### src/rtl/store_write_buffer_if.sv
// Bus bundle for the store write buffer: pipeline store/load side plus the memory drain port.
// The slave modport is the buffer's view; master is the pipeline/memory side driving it.
interface store_write_buffer_if #(
  parameter int AW = 32
);
  logic [1:0]    memwrite;
  logic [AW-1:0] dataadr;
  logic [31:0]   writedata;
  logic          stall;
  logic          misalign;
  logic [AW-1:0] ld_addr;
  logic [3:0]    ld_fwd_mask;
  logic [31:0]   ld_fwd_data;
  logic          mem_we;
  logic          mem_ready;
  logic [AW-1:0] mem_addr;
  logic [3:0]    mem_be;
  logic [31:0]   mem_wdata;
  logic          empty;

  modport slave (
    input  memwrite, dataadr, writedata, ld_addr, mem_ready,
    output stall, misalign, ld_fwd_mask, ld_fwd_data,
    output mem_we, mem_addr, mem_be, mem_wdata, empty
  );

  modport master (
    output memwrite, dataadr, writedata, ld_addr, mem_ready,
    input  stall, misalign, ld_fwd_mask, ld_fwd_data,
    input  mem_we, mem_addr, mem_be, mem_wdata, empty
  );
endinterface

### src/rtl/store_write_buffer.sv
// Store write buffer: lane-aligns MIPS sb/sh/sw stores, queues them in a small FIFO,
// drains them over a valid/ready port and forwards buffered bytes to loads.
module store_write_buffer #(
  parameter int DEPTH = 4,
  parameter int AW    = 32
) (
  input logic                clk,
  input logic                reset,
  store_write_buffer_if.slave bus
);
  localparam int PW = $clog2(DEPTH);
  localparam int WA = AW - 2;

  typedef enum logic [1:0] {
    ST_NONE = 2'b00,
    ST_SW   = 2'b01,
    ST_SH   = 2'b10,
    ST_SB   = 2'b11
  } store_op_e;

  logic [WA-1:0] addr_q [DEPTH];
  logic [3:0]    be_q   [DEPTH];
  logic [31:0]   data_q [DEPTH];

  logic [PW-1:0] wr_ptr_q, wr_ptr_d;
  logic [PW-1:0] rd_ptr_q, rd_ptr_d;
  logic [PW:0]   count_q, count_d;
  logic          misalign_q, misalign_d;

  logic          store_req, aligned, full, push, pop;
  logic [3:0]    be_in;
  logic [31:0]   data_in;

  // NOTE: every output of a combinational block gets a default first, so no path can infer a latch.
  always_comb begin
    aligned = 1'b0;
    be_in   = '0;
    data_in = '0;
    case (store_op_e'(bus.memwrite))
      ST_SB: begin
        aligned = 1'b1;
        be_in   = 4'b0001 << bus.dataadr[1:0];
        data_in = {24'h0, bus.writedata[7:0]} << {bus.dataadr[1:0], 3'b000};
      end
      ST_SH: begin
        aligned = ~bus.dataadr[0];
        be_in   = bus.dataadr[1] ? 4'b1100 : 4'b0011;
        data_in = bus.dataadr[1] ? {bus.writedata[15:0], 16'h0} : {16'h0, bus.writedata[15:0]};
      end
      ST_SW: begin
        aligned = (bus.dataadr[1:0] == 2'b00);
        be_in   = 4'b1111;
        data_in = bus.writedata;
      end
      ST_NONE: ;
    endcase
  end

  assign store_req = (bus.memwrite != ST_NONE);
  assign full      = (count_q == (PW+1)'(DEPTH));
  assign push      = store_req & aligned & ~full;
  assign pop       = (count_q != '0) & bus.mem_ready;

  // A pop at the same edge cannot make room for a held store: the pipeline retries next cycle.
  assign bus.stall    = store_req & aligned & full;
  assign bus.misalign = misalign_q;
  assign bus.mem_we   = (count_q != '0);
  assign bus.empty    = (count_q == '0);
  assign bus.mem_addr = {addr_q[rd_ptr_q], 2'b00};
  assign bus.mem_be   = be_q[rd_ptr_q];
  assign bus.mem_wdata = data_q[rd_ptr_q];

  always_comb begin
    wr_ptr_d   = push ? wr_ptr_q + PW'(1) : wr_ptr_q;
    rd_ptr_d   = pop  ? rd_ptr_q + PW'(1) : rd_ptr_q;
    misalign_d = store_req & ~aligned;
    count_d    = count_q;
    case ({push, pop})
      2'b10:   count_d = count_q + (PW+1)'(1);
      2'b01:   count_d = count_q - (PW+1)'(1);
      default: count_d = count_q;
    endcase
  end

  // NOTE: sequential state uses non-blocking assignments so every register samples pre-edge values.
  always_ff @(posedge clk or negedge reset) begin
    if (!reset) begin
      wr_ptr_q   <= '0;
      rd_ptr_q   <= '0;
      count_q    <= '0;
      misalign_q <= 1'b0;
    end else begin
      wr_ptr_q   <= wr_ptr_d;
      rd_ptr_q   <= rd_ptr_d;
      count_q    <= count_d;
      misalign_q <= misalign_d;
    end
  end

  // NOTE: entry storage has no reset; count gates every read, so stale contents are never visible.
  always_ff @(posedge clk) begin
    if (push) begin
      addr_q[wr_ptr_q] <= bus.dataadr[AW-1:2];
      be_q[wr_ptr_q]   <= be_in;
      data_q[wr_ptr_q] <= data_in;
    end
  end

  // Walk entries oldest to youngest so a younger hit overwrites an older one per lane.
  logic [PW-1:0] fwd_idx;
  logic [3:0]    fwd_mask;
  logic [31:0]   fwd_data;

  always_comb begin
    fwd_mask = '0;
    fwd_data = '0;
    fwd_idx  = rd_ptr_q;
    for (int i = 0; i < DEPTH; i++) begin
      fwd_idx = rd_ptr_q + PW'(i);
      if (((PW+1)'(i) < count_q) && (addr_q[fwd_idx] == bus.ld_addr[AW-1:2])) begin
        for (int b = 0; b < 4; b++) begin
          if (be_q[fwd_idx][b]) begin
            fwd_mask[b]        = 1'b1;
            fwd_data[8*b +: 8] = data_q[fwd_idx][8*b +: 8];
          end
        end
      end
    end
  end

  assign bus.ld_fwd_mask = fwd_mask;
  assign bus.ld_fwd_data = fwd_data;

  logic unused_ld_offset;
  assign unused_ld_offset = ^bus.ld_addr[1:0];
endmodule
### src/flat_wrapper.sv
// flat-port wrapper written by rule: the top's interface ports become plain ports
module store_write_buffer_flat 
#(
  parameter int DEPTH = 4,
  parameter int AW    = 32
)
  (clk, reset, bus_memwrite, bus_dataadr, bus_writedata, bus_ld_addr, bus_mem_ready, bus_stall, bus_misalign, bus_ld_fwd_mask, bus_ld_fwd_data, bus_mem_we, bus_mem_addr, bus_mem_be, bus_mem_wdata, bus_empty);
  store_write_buffer_if #(.AW(AW)) bus_i ();
  input logic clk;
  input logic reset;
  input wire logic [$bits(bus_i.memwrite)-1:0] bus_memwrite;
  input wire logic [$bits(bus_i.dataadr)-1:0] bus_dataadr;
  input wire logic [$bits(bus_i.writedata)-1:0] bus_writedata;
  input wire logic [$bits(bus_i.ld_addr)-1:0] bus_ld_addr;
  input wire logic [$bits(bus_i.mem_ready)-1:0] bus_mem_ready;
  output wire logic [$bits(bus_i.stall)-1:0] bus_stall;
  output wire logic [$bits(bus_i.misalign)-1:0] bus_misalign;
  output wire logic [$bits(bus_i.ld_fwd_mask)-1:0] bus_ld_fwd_mask;
  output wire logic [$bits(bus_i.ld_fwd_data)-1:0] bus_ld_fwd_data;
  output wire logic [$bits(bus_i.mem_we)-1:0] bus_mem_we;
  output wire logic [$bits(bus_i.mem_addr)-1:0] bus_mem_addr;
  output wire logic [$bits(bus_i.mem_be)-1:0] bus_mem_be;
  output wire logic [$bits(bus_i.mem_wdata)-1:0] bus_mem_wdata;
  output wire logic [$bits(bus_i.empty)-1:0] bus_empty;
  assign bus_i.memwrite = bus_memwrite;
  assign bus_i.dataadr = bus_dataadr;
  assign bus_i.writedata = bus_writedata;
  assign bus_i.ld_addr = bus_ld_addr;
  assign bus_i.mem_ready = bus_mem_ready;
  assign bus_stall = bus_i.stall;
  assign bus_misalign = bus_i.misalign;
  assign bus_ld_fwd_mask = bus_i.ld_fwd_mask;
  assign bus_ld_fwd_data = bus_i.ld_fwd_data;
  assign bus_mem_we = bus_i.mem_we;
  assign bus_mem_addr = bus_i.mem_addr;
  assign bus_mem_be = bus_i.mem_be;
  assign bus_mem_wdata = bus_i.mem_wdata;
  assign bus_empty = bus_i.empty;
  store_write_buffer #(.DEPTH(DEPTH), .AW(AW)) u_core (.clk(clk), .reset(reset), .bus(bus_i));
endmodule
### config.mk
export PLATFORM = sky130hd
export DESIGN_NAME = store_write_buffer_flat
export DESIGN_NICKNAME = d
export VERILOG_FILES = /design/src/rtl/store_write_buffer_if.sv /design/src/rtl/store_write_buffer.sv /design/src/flat_wrapper.sv
export SDC_FILE = /design/constraint.sdc
export NUM_CORES = 1
export LEC_CHECK = 0
export ABC_AREA = 1
export BUFFER_PORTS_ARGS = -buffer_cell sky130_fd_sc_hd__buf_2
export CAP_MARGIN = 20
export CORE_UTILIZATION = 25
export DETAILED_ROUTE_END_ITERATION = 6
export MAX_ROUTING_LAYER = met4
export PLACE_DENSITY = 0.47
export SLEW_MARGIN = 0
export SYNTH_ARGS = -nofsm -noshare
export SYNTH_HDL_FRONTEND = slang
export SYNTH_SLANG_ARGS = --single-unit
### constraint.sdc
create_clock -name clk -period 5.71 [get_ports clk]
set_input_delay 1.713 -clock clk [delete_from_list [all_inputs] [get_ports clk]]
set_output_delay 1.713 -clock clk [all_outputs]
set_load 0.02 [all_outputs]
[After elaboration in Yosys (flattened, before gate mapping)]
Memories as Yosys holds them, arrays and structs flattened.
Cells that the tools add are included.
Storage, ports and cells
  bits in registers: 8
  bits in writable memories: 264
  input port bits: 101
  word-level logic and storage cells: 94
  memories: 3
Operators by class
  $add $sub $neg: 6
  $lt $le $gt $ge: 4
  eq/ne operators: 10
  shift-type cells: 2
  multiplexer cells: 48
  bitwise logic cells: 8
  reduce and logical (&&, ||, !) cells: 9
Memory list
  u_core.data_q: depth 4, bits a word 32, rd ports 4, clocked after Yosys merged registers in 0, write ports 1, RTL line store_write_buffer.sv:23  | logic [31:0] data_q [DEPTH];
  u_core.addr_q: depth 4, bits a word 30, rd ports 4, clocked after Yosys merged registers in 0, write ports 1, RTL line store_write_buffer.sv:21  | logic [WA-1:0] addr_q [DEPTH];
  u_core.be_q: depth 4, bits a word 4, rd ports 4, clocked after Yosys merged registers in 0, write ports 1, RTL line store_write_buffer.sv:22  | logic [3:0] be_q [DEPTH];
Operators by type and width (count)
  $mux W32: 5
  $mux W8: 16
  $eq A30 B30 Y1: 4
  $pmux W32 S3: 1
  $shl A8 B5 Y32: 1
  $mux W4: 5
  $mux W1: 18
  $pmux W4 S3: 1
  $eq A2 B2 Y1 const B: 3
  $lt A1 B3 Y1 const A: 2
  $lt A2 B3 Y1 const A: 2
  $pmux W3 S2: 1
  $and A1 B1 Y1: 5
  $add A2 B1 Y2 const B: 2
  $add A2 B2 Y2 const B: 2
  $eq A2 B1 Y1 const B: 2
  $logic_and A1 B1 Y1: 4
  $reduce_bool A2 Y1: 2
  $shl A1 B2 Y4 const A: 1
  $add A3 B1 Y3 const B: 1
  $eq A3 B3 Y1 const B: 1
  $logic_not A3 Y1: 1
  $not A1 Y1: 3
  $pmux W1 S3: 1
  3 further kinds: 3

[Depth between registers and ports, before layout]
Gate-level depths: netlist (run 1).
An unclocked memory read counts as a cell.
  depth in word-level cells: 10
  mapped depth: 21
  depth with buffers taken out: 18

[Worst setup path after synthesis (run 1)]
No wires, ideal clock.
  path kind: input port to flip-flop
  start point: input port bus_memwrite[1]
  end point: memory u_core.addr_q[0][0] (netlist bit) (enable)
  arrival: 5.140 ns
  slack: 0.080 ns
  stages on the path: 6
  path through: clkinv_1 -> nor2_1 -> nor3_1 -> inv_1 -> o21ai_1 -> nor2_1
On the way
  cells in the longest elaborated chain, start to end: 6
  elaborated cells between the ends (all ways): 9
  classes of those cells: eq/ne (3); mux (3); bitwise (2); reduce/logical (1)
Ends and longest elaborated chain
  from (decl): RTL line flat_wrapper.sv:11  | input wire logic [$bits(bus_i.memwrite)-1:0] bus_memwrite;
  $eq A2 B1 Y1 or $eq A2 B2 Y1 (tied branches): RTL line store_write_buffer.sv:39  | case (store_op_e'(bus.memwrite))
  $pmux W1 S3: RTL line store_write_buffer.sv:39
  $and A1 B1 Y1 (*) (2 in a row): RTL line store_write_buffer.sv:61  | assign push = store_req & aligned & ~full;
  $mux W1 (*): RTL line store_write_buffer.sv:102  | if (push) begin
  $mux W1 (not written as such) (*): RTL line store_write_buffer.sv:103  | addr_q[wr_ptr_q] <= bus.dataadr[AW-1:2];
  to (decl): RTL line store_write_buffer.sv:21
Mark *: on every way between the ends. The rest lies on a longest branch, timed or not.

[Worst setup path after layout (run 1)]
  start point: input port bus_ld_addr[11]
  end point: output port bus_ld_fwd_data[0]
On the way
  cells in the longest elaborated chain, start to end: 9
  elaborated cells between the ends (all ways): 15
  classes of those cells: eq/ne (4); mux (7); reduce/logical (4)
Ends and longest elaborated chain
  from (decl): RTL line flat_wrapper.sv:14  | input wire logic [$bits(bus_i.ld_addr)-1:0] bus_ld_addr;
  $eq A30 B30 Y1: RTL line store_write_buffer.sv:120  | if (((PW+1)'(i) < count_q) && (addr_q[fwd_idx] == bus.ld_addr[AW-1:2])) begin
  $logic_and A1 B1 Y1: RTL line store_write_buffer.sv:120
  $mux W32: RTL line store_write_buffer.sv:120
  $mux W8: RTL line store_write_buffer.sv:122  | if (be_q[fwd_idx][b]) begin
  $mux W32: RTL line store_write_buffer.sv:120
  $mux W8: RTL line store_write_buffer.sv:122
  $mux W32: RTL line store_write_buffer.sv:120
  $mux W8: RTL line store_write_buffer.sv:122
  $mux W32 (*): RTL line store_write_buffer.sv:120
  to (decl): RTL line flat_wrapper.sv:19  | output wire logic [$bits(bus_i.ld_fwd_data)-1:0] bus_ld_fwd_data;
Marks and branches as above.

==> results of run 1 <==
==> worst paths after layout <==
path	startpoint	endpoint	slack, ns	cells after the start
min reg2reg	u_core.count_q[1]$_DFFE_PN0P_	u_core.count_q[1]$_DFFE_PN0P_	0.58	2
max reg2reg	u_core.count_q[1]$_DFFE_PN0P_	u_core.count_q[2]$_DFFE_PN0P_	3.49	12
min	u_core.count_q[1]$_DFFE_PN0P_	u_core.count_q[1]$_DFFE_PN0P_	0.58	2
max in group asynchronous	reset	u_core.rd_ptr_q[0]$_DFFE_PN0P_	4.45	1
max	bus_ld_addr[11]	bus_ld_fwd_data[0]	0.15	17
min in group asynchronous	reset	u_core.count_q[0]$_DFFE_PN0P_	1.03	1
==> state kept, by name, summed over array words and instances, names as in the netlist <==
name / cells
u_core.bus.misalign: 1
u_core.addr_q: 120
u_core.data_q: 128
u_core.rd_ptr_q: 2
u_core.be_q: 16
u_core.count_q: 3
u_core.wr_ptr_q: 2
==> area by class of cell <==
cell class	instances	area, um2	area share
Antenna cell	7	17.5	0.000765
Clock buffer	42	945	0.0413
Clock inverter	20	180	0.00787
Inverter	342	1290	0.0565
Multi-Input combinational cell	2115	9420	0.411
Sequential cell	272	8130	0.355
Tap cell	1030	1290	0.0563
Timing Repair Buffer	251	1620	0.0707
==> Yosys cell counts (all sizes together) (8+ instances only) <==
| cell type | instances | area (um2) |
|---|---|---|
| nand3 | 312 | 1630 |
| nand2 | 1310 | 4930 |
| a21oi | 14 | 70.1 |
| xor2 | 21 | 184 |
| nand4 | 12 | 75.1 |
| buf | 78 | 457 |
| o22ai | 9 | 56.3 |
| clkbuf | 53 | 199 |
| nor3 | 8 | 40.0 |
| ha | 9 | 113 |
| o21ai | 268 | 1350 |
| o221ai | 8 | 70.1 |
| inv | 340 | 1280 |
| or2 | 8 | 50.1 |
| edfxtp | 264 | 7930 |
| dfrtp | 8 | 200 |
| nor2 | 84 | 360 |
| a21o | 32 | 240 |
==> power groups by stage <==
stage | Combinational [W] | Sequential [W] | Clock, W
2_1_floorplan | 0.00514 | 0.00287 | 0
3_3_place_gp | 0.00743 | 0.00289 | 0
3_5_place_dp | 0.00745 | 0.00288 | 0
4_1_cts | 0.00746 | 0.00285 | 0.00226
5_1_grt | 0.00852 | 0.00290 | 0.00233
6_report | 0.00757 | 0.00285 | 0.00221
==> critical path, cell delays in order <==
cell and delay, ns:
buf_2 0.14, inv_1 0.07, nand3_1 0.08, nand2_1 0.06, nor2_1 0.13, buf_4 0.16, inv_1 0.04, nor2_1 0.09
nand2_1 0.09, nor2_4 0.31, nand3_2 0.32, nand2_1 0.16, inv_1 0.05, nand2_1 0.05, nand2_1 0.04, nand2_1 0.14
buf_2 0.20
==> cell families after synthesis <==
family	after synthesis	synth area share
AOI/OAI and AO/OA	338	0.0954
xor gates and xnor gates	23	0.0104
adders and majority gates	9	0.00582
buffers and inverters	473	0.100
DFF	272	0.420
other	1	0.000194
and+or+nand+nor	1741	0.368
==> timing repair <==
| item | in CTS | in global routing |
|---|---|---|
| hold endpoints to repair | 0 | 0 |
| buffers inserted | 0 | 3 |
| setup endpoints to repair | 0 | 36 |
| resized for setup | 0 | 17 |
==> metal layers <==
layer | track usage | vias up | share of wire
met2 | 0.283 | 387 | 0.46
met4 | 0.0664 | 0 | 0.035
met3 | 0.0296 | 100 | 0.052
met5 | - | - | 0
li1 | - | 9480 | -
met1 | 0.223 | 8344 | 0.45
==> stage by stage <==
stage               power (W)  std cells  setup WS (ns)
floorplan             0.00801       2858         0.0797
global placement       0.0103       4003         0.0865
detailed placement     0.0103       4003         0.0953
CTS                    0.0126       4065         0.0578
global route           0.0137       4079       0.000492
finish                 0.0126       4079          0.148
==> metrics.md, run 1 <==
| Metric | Value |
|---|---|
| Grt total ovfl | 0 |
| Clock Path Buffers | 3 |
| Headroom to the max-slew limit | 0.398 |
| Max_cap viols | 0 |
| Post-DP HPWL | 47.7 mm |
| Most common cell after layout, fill and taps aside | nand2_1 |
| Fillers | 8412 |
| Vias post-DR | 18.3k |
| Critical Path Start Type | input pin |
| First-pass GRT wire length | 101 mm |
| # rows | 101 |
| Clk_lat worst skew | 0.55 ns |
| Dominant synthesized flop cell | edfxtp_1 |
| Seq/Total Area, Yosys | 0.420 |
| Layout Skew | 0.0134 ns |
| Post-synth EDFFs | 264 |
| Pwr/cell area | 552 nW/um2 |
| Worst EP arrival | 3.85 ns |
| Drt wl/cell | 17.0 um |
| Cts bufs inserted | 35 |
| GRT Total Usage | 0.177 |
| Required time worst endpoint | 4.00 ns |
| Mapped Cells | 2857 |
| Total core area | 76300 um2 |
| Tcrit/Tclk final | 0.974 |
| Fmax | 180 MHz |
| Pins Over Slew Limit | 0 |
| Synth cell types | 38 |
| Post-CTS Hold Buffers | 0 |
| Final setup vio count | 0 |
| Commonest cells after routing, fill and taps aside | nand2_1 (1299), inv_1 (337), nand3_1 (304) |
| Die H | 280 um |
| Clock Power Share | 0.175 |
| Internal | 0.00608 W |
| Drt drc | 0 |
| Initial antenna violation count | 10 |
| Nets | 3127 |
| Die area | 78600 um2 |
| Seq pwr share | 0.226 |
| Synthesis-to-finish area growth | 18.2% |
| Hold/Removal Path Class | flip-flop to flip-flop |
| Worst VDD drop | 0.000303 V |
| CP Max Fanout | 9 |
| H-tree depth | 2 |
| Sw power | 0.00656 W |
| Gpl congestion | 0.893 |
| Comb power frac | 0.599 |
| # IOs | 209 |
| Avg Inst Size Synth | 6.78 um2 |
| Clk sinks | 272 |
| Hold Slack | 0.575 ns |
| Leak pwr | 11.0 nW |
| Fin area | 22900 um2 |
| Width of the die | 280 um |
| CTS tree | done |
| Root Buffer | clkbuf_16 |
| Drt pass-1 iters | 5 |
| Largest net degree at the start of global routing | 281 |
| Crit Path Class | input pin to primary output |
| Drt initial violations | 1171 |
| CP endpoint kind | primary output |
| Fin crit period | 5.56 ns |
| Outcome | complete, no violations |
| Setup TNS | 0 ns |
| Synthesized flop and latch total | 272 |
| Placed Area | 21600 um2 |
| Sw frac | 0.519 |
| Vias in the first global route | 16.7k |
| Layout Utilization | 0.300 |
| Port Buffers | 204 |
| Ratio of cells with drive above 1 in the final layout | 0.116 |
| Antenna Nets Post-Route | 0 |
| RSZ-0062 raised after global routing | no |
| YS warnings | 0 |
| Asr flop ratio synth | 0.0294 |
| Worst-Margin Slew | 0.896 ns |
| Final Hold Fails | 0 |
| Clock-pin slew on the worst setup and hold paths | 0.05 ns |
| Initial Util | 0.254 |
| Total wire length | 69.5 mm |
| Routed vias/inst | 4.49 |
| Post-Synthesis Cell Area | 19400 um2 |
Note: power is estimated with default switching activity, not from simulation.
==> run 2, diff against run 1 <==
--- a/config.mk
+++ b/config.mk
@@ -8,6 +8,7 @@
 export ABC_AREA = 1
 export BUFFER_PORTS_ARGS = -buffer_cell sky130_fd_sc_hd__buf_2
 export CAP_MARGIN = 20
+export CORE_ASPECT_RATIO = 0.9
 export CORE_UTILIZATION = 25
 export DETAILED_ROUTE_END_ITERATION = 6
 export MAX_ROUTING_LAYER = met4
==> run 2 against run 1 <==
Power increased by 0.64%. Final cell count is 0.29% higher. Setup slack improved by 0.033 ns. Count of clock-buffer cells in the layout is 1 higher. Critical path type unchanged. Cell area is 0.41% higher. Largest power group unchanged.
==> metrics.md, run 2 (synthesized netlist as in run 1, its figures left out) <==
| Metric | Value |
|---|---|
| Outcome | complete, no violations (unchanged) |
| Hold/Removal Path Class | flip-flop to flip-flop (unchanged) |
| Drt wl/cell | 17.1 um (was 17.0 um) |
| Max reg flops | 128 (unchanged) |
| WP buf/inv | 4 (was 6) |
| Pins Over Slew Limit | 0 (unchanged) |
| Post-CTS Hold Buffers | 0 (unchanged) |
| GRT Total Usage | 0.178 (was 0.177) |
| # rows | 96 (was 101) |
| Vias post-DR | 18.4k (was 18.3k) |
| Initial Util | 0.253 (was 0.254) |
| Clk_lat worst skew | 0.56 ns (was 0.55 ns) |
| Critical path's slowest cell | nor3_1 (was nand3_2) |
| Fmax | 181 MHz (was 180 MHz) |
| Drt pass-1 iters | 7 (was 5) |
| Final setup margin | 0.181 ns (was 0.148 ns) |
| Total core area | 76400 um2 (was 76300 um2) |
| Total wire length | 70.1 mm (was 69.5 mm) |
| Drt initial violations | 1293 (was 1171) |
| Initial antenna violation count | 9 (was 10) |
| Antenna Nets Post-Route | 0 (unchanged) |
| First-pass GRT wire length | 102 mm (was 101 mm) |
| Grt met2 use | 0.272 (was 0.283) |
| Crit path largest cell delay | 0.24 ns (was 0.32 ns) |
| Place WS | 0.129 ns (was 0.0953 ns) |
| # IOs | 209 (unchanged) |
| Fillers | 8381 (was 8412) |
| H-tree depth | 2 (unchanged) |
| Layout Skew | 0.0135 ns (was 0.0134 ns) |
| GR Util met3 | 0.0330 (was 0.0296) |
| Seq pwr share | 0.225 (was 0.226) |
| Fin crit period | 5.53 ns (was 5.56 ns) |
| Port Buffers | 204 (unchanged) |
| Worst VDD drop | 0.000249 V (was 0.000303 V) |
| Tcrit/Tclk final | 0.968 (was 0.974) |
| CP most frequent cell | nand2_1 (unchanged) |
| Synthesis-to-finish area growth | 18.7% (was 18.2%) |
| Worst-Margin Slew | 0.963 ns (was 0.896 ns) |
| Routed vias/inst | 4.50 (was 4.49) |
| Comb power frac | 0.601 (was 0.599) |
| Sw frac | 0.521 (was 0.519) |
| Post-DP HPWL | 48.1 mm (was 47.7 mm) |
| Die H | 266 um (was 280 um) |
| Grt total ovfl | 0 (unchanged) |
| Die area | 78600 um2 (about the same) |
| Width of the die | 295 um (was 280 um) |
| Leak pwr | 11.1 nW (was 11.0 nW) |
| Cts bufs inserted | 36 (was 35) |
| Top Registers | u_core.data_q x128, u_core.addr_q x120, u_core.be_q x16 (unchanged) |
| Ratio of cells with drive above 1 in the final layout | 0.119 (was 0.116) |
| Sw power | 0.00662 W (was 0.00656 W) |
| Root Buffer | clkbuf_16 (unchanged) |
| Reg2Reg Setup Slack | 3.30 ns (was 3.49 ns) |
| Final setup vio count | 0 (unchanged) |
| Worst EP arrival | 3.82 ns (was 3.85 ns) |
| CP top delay family | simple AND/OR/NAND/NOR gates (unchanged) |
| Required time worst endpoint | 4.00 ns (about the same) |
| Commonest cells after routing, fill and taps aside | nand2_1 (1301), inv_1 (337), nand3_1 (305) (was nand2_1 (1299), inv_1 (337), nand3_1 (304)) |
| Worst path cell trace | buf_2 -> inv_1 -> nand2_1 -> nand3_1 -> nor3_1 -> nand2_1 -> nor2_4 -> buf_4 -> nand3_4 -> a21o_1 -> nand2_1 -> buf_2 (was buf_2 -> inv_1 -> nand3_1 -> nand2_1 -> nor2_1 -> buf_4 -> inv_1 -> nor2_1 -> nand2_1 -> nor2_4 -> nand3_2 -> nand2_1 -> inv_1 -> nand2_1 -> nand2_1 -> nand2_1 -> buf_2) |
| Gpl congestion | 0.859 (was 0.893) |
| Final Hold Fails | 0 (unchanged) |
| Max_cap viols | 0 (unchanged) |
| Clock Power Share | 0.174 (was 0.175) |
| Clock-pin slew on the worst setup and hold paths | 0.05 ns (about the same) |
| CP endpoint kind | primary output (unchanged) |
| Busiest grt layer | met2 (unchanged) |
| Nets | 3141 (was 3127) |
| Vias in the first global route | 16.2k (was 16.7k) |
| Drt drc | 0 (unchanged) |
| Setup TNS | 0 ns (unchanged) |
| Headroom to the max-slew limit | 0.354 (was 0.398) |
| Clock Path Buffers | 3 (unchanged) |
| Crit Path Class | input pin to primary output (unchanged) |
| RSZ-0062 raised after global routing | no (unchanged) |
| CTS tree | done (unchanged) |
| CP Max Fanout | 17 (was 9) |
| Clk sinks | 272 (unchanged) |
| Internal | 0.00609 W (was 0.00608 W) |
| Critical Path Start Type | input pin (unchanged) |
| Most common cell after layout, fill and taps aside | nand2_1 (unchanged) |
| Top reg by flops | u_core.data_q (unchanged) |
| Pwr/cell area | 553 nW/um2 (was 552 nW/um2) |
| Largest net degree at the start of global routing | 155 (was 281) |
| GR Layer Usage met1 | 0.240 (was 0.223) |
==> run 2: changes by cell type in the layout (fill, tap and decap cells not counted), sizes merged <==
cell      delta
buf         +13
clkbuf       +1
clkinv       +3
clkinvlp     -3
inv          -1
==> run 2: tightest hold or removal path: stages, from the launching register on <==
cell and delay [ns]:
dfrtp_1 0.40, nand2_1 0.06, o21ai_0 0.06
==> run 2: path summary, 6_finish.rpt <==
check / from / to / cells past startpoint
min in group asynchronous: reset / u_core.count_q[2]$_DFFE_PN0P_ / 1
worst max register to register: u_core.count_q[0]$_DFFE_PN0P_ / u_core.data_q[0][1]$_DFFE_PP_ / 7
worst min-delay path: u_core.count_q[1]$_DFFE_PN0P_ / u_core.count_q[1]$_DFFE_PN0P_ / 2
worst max-delay path: bus_ld_addr[25] / bus_ld_fwd_data[18] / 12
worst min register to register: u_core.count_q[1]$_DFFE_PN0P_ / u_core.count_q[1]$_DFFE_PN0P_ / 2
max in group asynchronous: reset / u_core.rd_ptr_q[0]$_DFFE_PN0P_ / 1
==> run 2: layout make-up <==
type	count	area [um2]	area share
multi-input combinational	2115	9440	0.411
sequential	272	8130	0.354
timing repair buffer	264	1700	0.0738
inverter	342	1300	0.0564
tap	1029	1290	0.0560
clock buffer	43	948	0.0413
clock inverter	19	165	0.00719
antenna	7	17.5	0.000762
==> run 2: layer usage <==
metal	part of all wire	vias up	wire, um
met5	0	-	0
met2	0.45	444	31400
met1	0.47	8364	32900
met3	0.059	85	4160
li1	-	9520	-
met4	0.024	0	1660
==> run 2: repair_timing <==
action                                  in CTS  in global routing
buffers inserted                             4                  5
endpoints found under the setup margin      35                 36
pin swaps                                    3                  2
gates resized for setup                      3                 17
cloned                                       2                  3
hold endpoints to repair                     0                  0
==> run 2: power by group through the flow <==
| stage | combinational (W) | sequential [W] | clock, W |
|---|---|---|---|
| floorplan | 0.00514 | 0.00287 | 0 |
| global placement | 0.00741 | 0.00290 | 0 |
| CTS | 0.00754 | 0.00287 | 0.00228 |
| global route | 0.00853 | 0.00291 | 0.00234 |
| finish | 0.00764 | 0.00286 | 0.00221 |
| detailed placement | 0.00743 | 0.00290 | 0 |
==> run 2: metrics by stage <==
step           utilization  hold WS, ns  instance area (um2)  instances  power, W
5_1_grt              0.301        0.637                23000       4091    0.0138
2_1_floorplan            -        0.514                19400       2858   0.00801
6_report             0.301        0.562                23000       4091    0.0127
3_3_place_gp         0.282        0.548                21500       4007    0.0103
4_1_cts              0.298        0.573                22700       4075    0.0127
3_5_place_dp         0.282        0.560                21500       4007    0.0103
==> run 3, diff against run 2 <==
--- a/config.mk
+++ b/config.mk
@@ -13,6 +13,7 @@
 export DETAILED_ROUTE_END_ITERATION = 6
 export MAX_ROUTING_LAYER = met4
 export PLACE_DENSITY = 0.47
+export RECOVER_POWER = 50
 export SLEW_MARGIN = 0
 export SYNTH_ARGS = -nofsm -noshare
 export SYNTH_HDL_FRONTEND = slang
==> constraint.sdc (replaced) <==
create_clock -name clk -period 5.71 [get_ports clk]
set_input_delay 1.713 -clock clk [delete_from_list [all_inputs] [get_ports clk]]
set_output_delay 1.713 -clock clk [all_outputs]
set_load 0.05 [all_outputs]
==> run 3 against run 2 <==
The flow now finishes with violations (max-capacitance violations, max-slew violations). Global-route usage increased by 0.19 points. Die area stayed put. Count of clock-buffer cells in the layout shrank 1. Largest power group unchanged.
==> metrics.md, run 3 (synthesized netlist as in run 1, its figures left out) <==
| Metric | Value |
|---|---|
| # IOs | 209 (unchanged) |
| Layout Utilization | 0.303 (was 0.301) |
| Worst path cell trace | buf_2 -> inv_1 -> xor2_1 -> nand3_1 -> nor2_1 -> nand2_1 -> nor2_4 -> buf_12 -> nand3_4 -> a21o_1 -> nand2_1 -> buf_2 (was buf_2 -> inv_1 -> nand2_1 -> nand3_1 -> nor3_1 -> nand2_1 -> nor2_4 -> buf_4 -> nand3_4 -> a21o_1 -> nand2_1 -> buf_2) |
| Vias post-DR | 18.3k (was 18.4k) |
| Drt drc | 0 (unchanged) |
| Drt pass-1 iters | 6 (was 7) |
| First-pass GRT wire length | 103 mm (was 102 mm) |
| Drt wl/cell | 17.0 um (was 17.1 um) |
| Headroom to the max-slew limit | -0.401 (was 0.354) |
| Total wire length | 69.6 mm (was 70.1 mm) |
| Grt total ovfl | 0 (unchanged) |
| Clk_lat worst skew | 0.57 ns (was 0.56 ns) |
| FF-to-FF path depth | 6 (was 7) |
| Die H | 266 um (unchanged) |
| Cts bufs inserted | 36 (unchanged) |
| Final Total Pwr | 0.0137 W (was 0.0127 W) |
| Top Registers | u_core.data_q x128, u_core.addr_q x120, u_core.be_q x16 (unchanged) |
| Clk sinks | 272 (unchanged) |
| Worst R2R Start | u_core.count_q[0]$_DFFE_PN0P_ (unchanged) |
| Ratio of cells with drive above 1 in the final layout | 0.112 (was 0.119) |
| Initial antenna violation count | 6 (was 9) |
| Crit path largest cell delay | 0.35 ns (was 0.24 ns) |
| Required time worst endpoint | 4.00 ns (about the same) |
| Tcrit/Tclk final | 0.989 (was 0.968) |
| Gpl congestion | 0.871 (was 0.859) |
| Max reg flops | 128 (unchanged) |
| Top reg by flops | u_core.data_q (unchanged) |
| Initial Util | 0.253 (unchanged) |
| H-tree depth | 2 (unchanged) |
| Pwr/cell area | 591 nW/um2 (was 553 nW/um2) |
| Fmax | 177 MHz (was 181 MHz) |
| Vias in the first global route | 16.7k (was 16.2k) |
| Max_cap viols | 1 (was 0) |
| Antenna Nets Post-Route | 0 (unchanged) |
| Setup TNS | 0 ns (unchanged) |
| CP endpoint kind | primary output (unchanged) |
| Drt initial violations | 1219 (was 1293) |
| Worst-Margin Slew | 2.09 ns (was 0.963 ns) |
| Hold Startpoint | u_core.count_q[1]$_DFFE_PN0P_ (unchanged) |
| Largest net degree at the start of global routing | 214 (was 155) |
| Leak pwr | 11.0 nW (was 11.1 nW) |
| Clock Path Buffers | 3 (unchanged) |
| Nets | 3146 (was 3141) |
| Post-DP HPWL | 49.0 mm (was 48.1 mm) |
| Critical Path Start Type | input pin (unchanged) |
| Commonest cells after routing, fill and taps aside | nand2_1 (1299), inv_1 (337), nand3_1 (304) (was nand2_1 (1301), inv_1 (337), nand3_1 (305)) |
| Post-CTS Hold Buffers | 0 (unchanged) |
| Most common cell after layout, fill and taps aside | nand2_1 (unchanged) |
| Synthesis-to-finish area growth | 19.5% (was 18.7%) |
| Crit Path Class | input pin to primary output (unchanged) |
| Reg2Reg Setup Slack | 2.00 ns (was 3.30 ns) |
| Fin crit period | 5.65 ns (was 5.53 ns) |
| CTS tree | done (unchanged) |
| Hold depth | 2 (unchanged) |
| Width of the die | 295 um (unchanged) |
| Layout Skew | 0.0173 ns (was 0.0135 ns) |
| Worst EP arrival | 3.93 ns (was 3.82 ns) |
| Root Buffer | clkbuf_16 (unchanged) |
| GRT Total Usage | 0.180 (was 0.178) |
| Port Buffers | 204 (unchanged) |
| Worst R2R End | u_core.data_q[2][11]$_DFFE_PP_ (was u_core.data_q[0][1]$_DFFE_PP_) |
| Final Hold Fails | 0 (unchanged) |
| Die area | 78600 um2 (unchanged) |
| Final setup vio count | 0 (unchanged) |
| Clock-pin slew on the worst setup and hold paths | 0.05 ns (about the same) |
| Hold/Removal Path Class | flip-flop to flip-flop (unchanged) |
| Worst VDD drop | 0.000247 V (was 0.000249 V) |
| Total core area | 76400 um2 (unchanged) |
| Pins Over Slew Limit | 17 (was 0) |
| Routed vias/inst | 4.47 (was 4.50) |
| WHS Endpoint | u_core.count_q[1]$_DFFE_PN0P_ (unchanged) |
| Violated checks | max-capacitance violations, max-slew violations |
| Outcome | finished with violations (was complete, no violations) |
| Fillers | 8407 (was 8381) |
| CP Max Fanout | 17 (unchanged) |
| Critical path's slowest cell | xor2_1 (was nor3_1) |
| # rows | 96 (unchanged) |
## run 3: area by class of cell
type / instances / area (um2) / area share
tap: 1029 / 1290 / 0.0556
sequential: 272 / 8130 / 0.351
clock inverter: 23 / 250 / 0.0108
multi-input combinational: 2115 / 9430 / 0.408
timing repair buffer: 269 / 1780 / 0.0770
clock buffer: 42 / 945 / 0.0408
inverter: 342 / 1300 / 0.0561
antenna: 6 / 15.0 / 0.000649
## run 3: worst max-delay path: cells and delay by family
family / cells / cell delay [ns]
compound gates: 1 / 0.24
buf+inv: 4 / 0.64
simple gates: 6 / 0.96
xor+xnor: 1 / 0.35
## run 3: routing by layer
layer	wire length, um	vias to the layer above	track usage	part of all wire
li1	-	9519	-	-
met1	32300	8282	0.235	0.46
met2	31300	423	0.280	0.45
met3	4140	102	0.0351	0.060
met4	1870	0	0.0550	0.027
met5	0	-	-	0
## run 3: worst max-delay path by stage
| stage | from | end | slack [ns] | cells past startpoint |
|---|---|---|---|---|
| floorplan | bus_memwrite[1] | u_core.addr_q[0][0]$_DFFE_PP_ | 0.08 | 6 |
| global placement | bus_ld_addr[18] | bus_ld_fwd_data[17] | 0.06 | 17 |
| detailed placement | bus_ld_addr[18] | bus_ld_fwd_data[18] | 0.04 | 17 |
| CTS | u_core.rd_ptr_q[1]$_DFFE_PN0P_ | bus_ld_fwd_data[14] | 0.04 | 11 |
| global route | u_core.rd_ptr_q[0]$_DFFE_PN0P_ | bus_ld_fwd_data[0] | -0.007 | 21 |
| finish | bus_ld_addr[14] | bus_ld_fwd_data[19] | 0.06 | 12 |
## run 3: timing repair
action / in CTS / in global routing
pin swaps: 1 / 3
setup buffers: 4 / 2
endpoints found under the setup margin: 30 / 36
gates cloned: 1 / 2
gates resized for setup: 10 / 44
## run 3: through the flow
| stage | setup slack [ns] | std cells | cell area [um2] | hold WS, ns |
|---|---|---|---|---|
| 2_1_floorplan | 0.0797 | 2858 | 19400 | 0.514 |
| 3_3_place_gp | 0.0575 | 4018 | 21700 | 0.548 |
| 3_5_place_dp | 0.0380 | 4018 | 21700 | 0.555 |
| 4_1_cts | 0.0352 | 4088 | 23000 | 0.566 |
| 5_1_grt | -0.00749 | 4098 | 23100 | 0.637 |
| 6_report | 0.0645 | 4098 | 23100 | 0.562 |
## run 3: power breakdown
| part | switching [W] | internal (W) |
|---|---|---|
| Sequential | 0.000179 | 0.00268 |
| Combinational | 0.00637 | 0.00211 |
| Clock | 0.000913 | 0.00141 |
| Total | 0.00746 | 0.00621 |
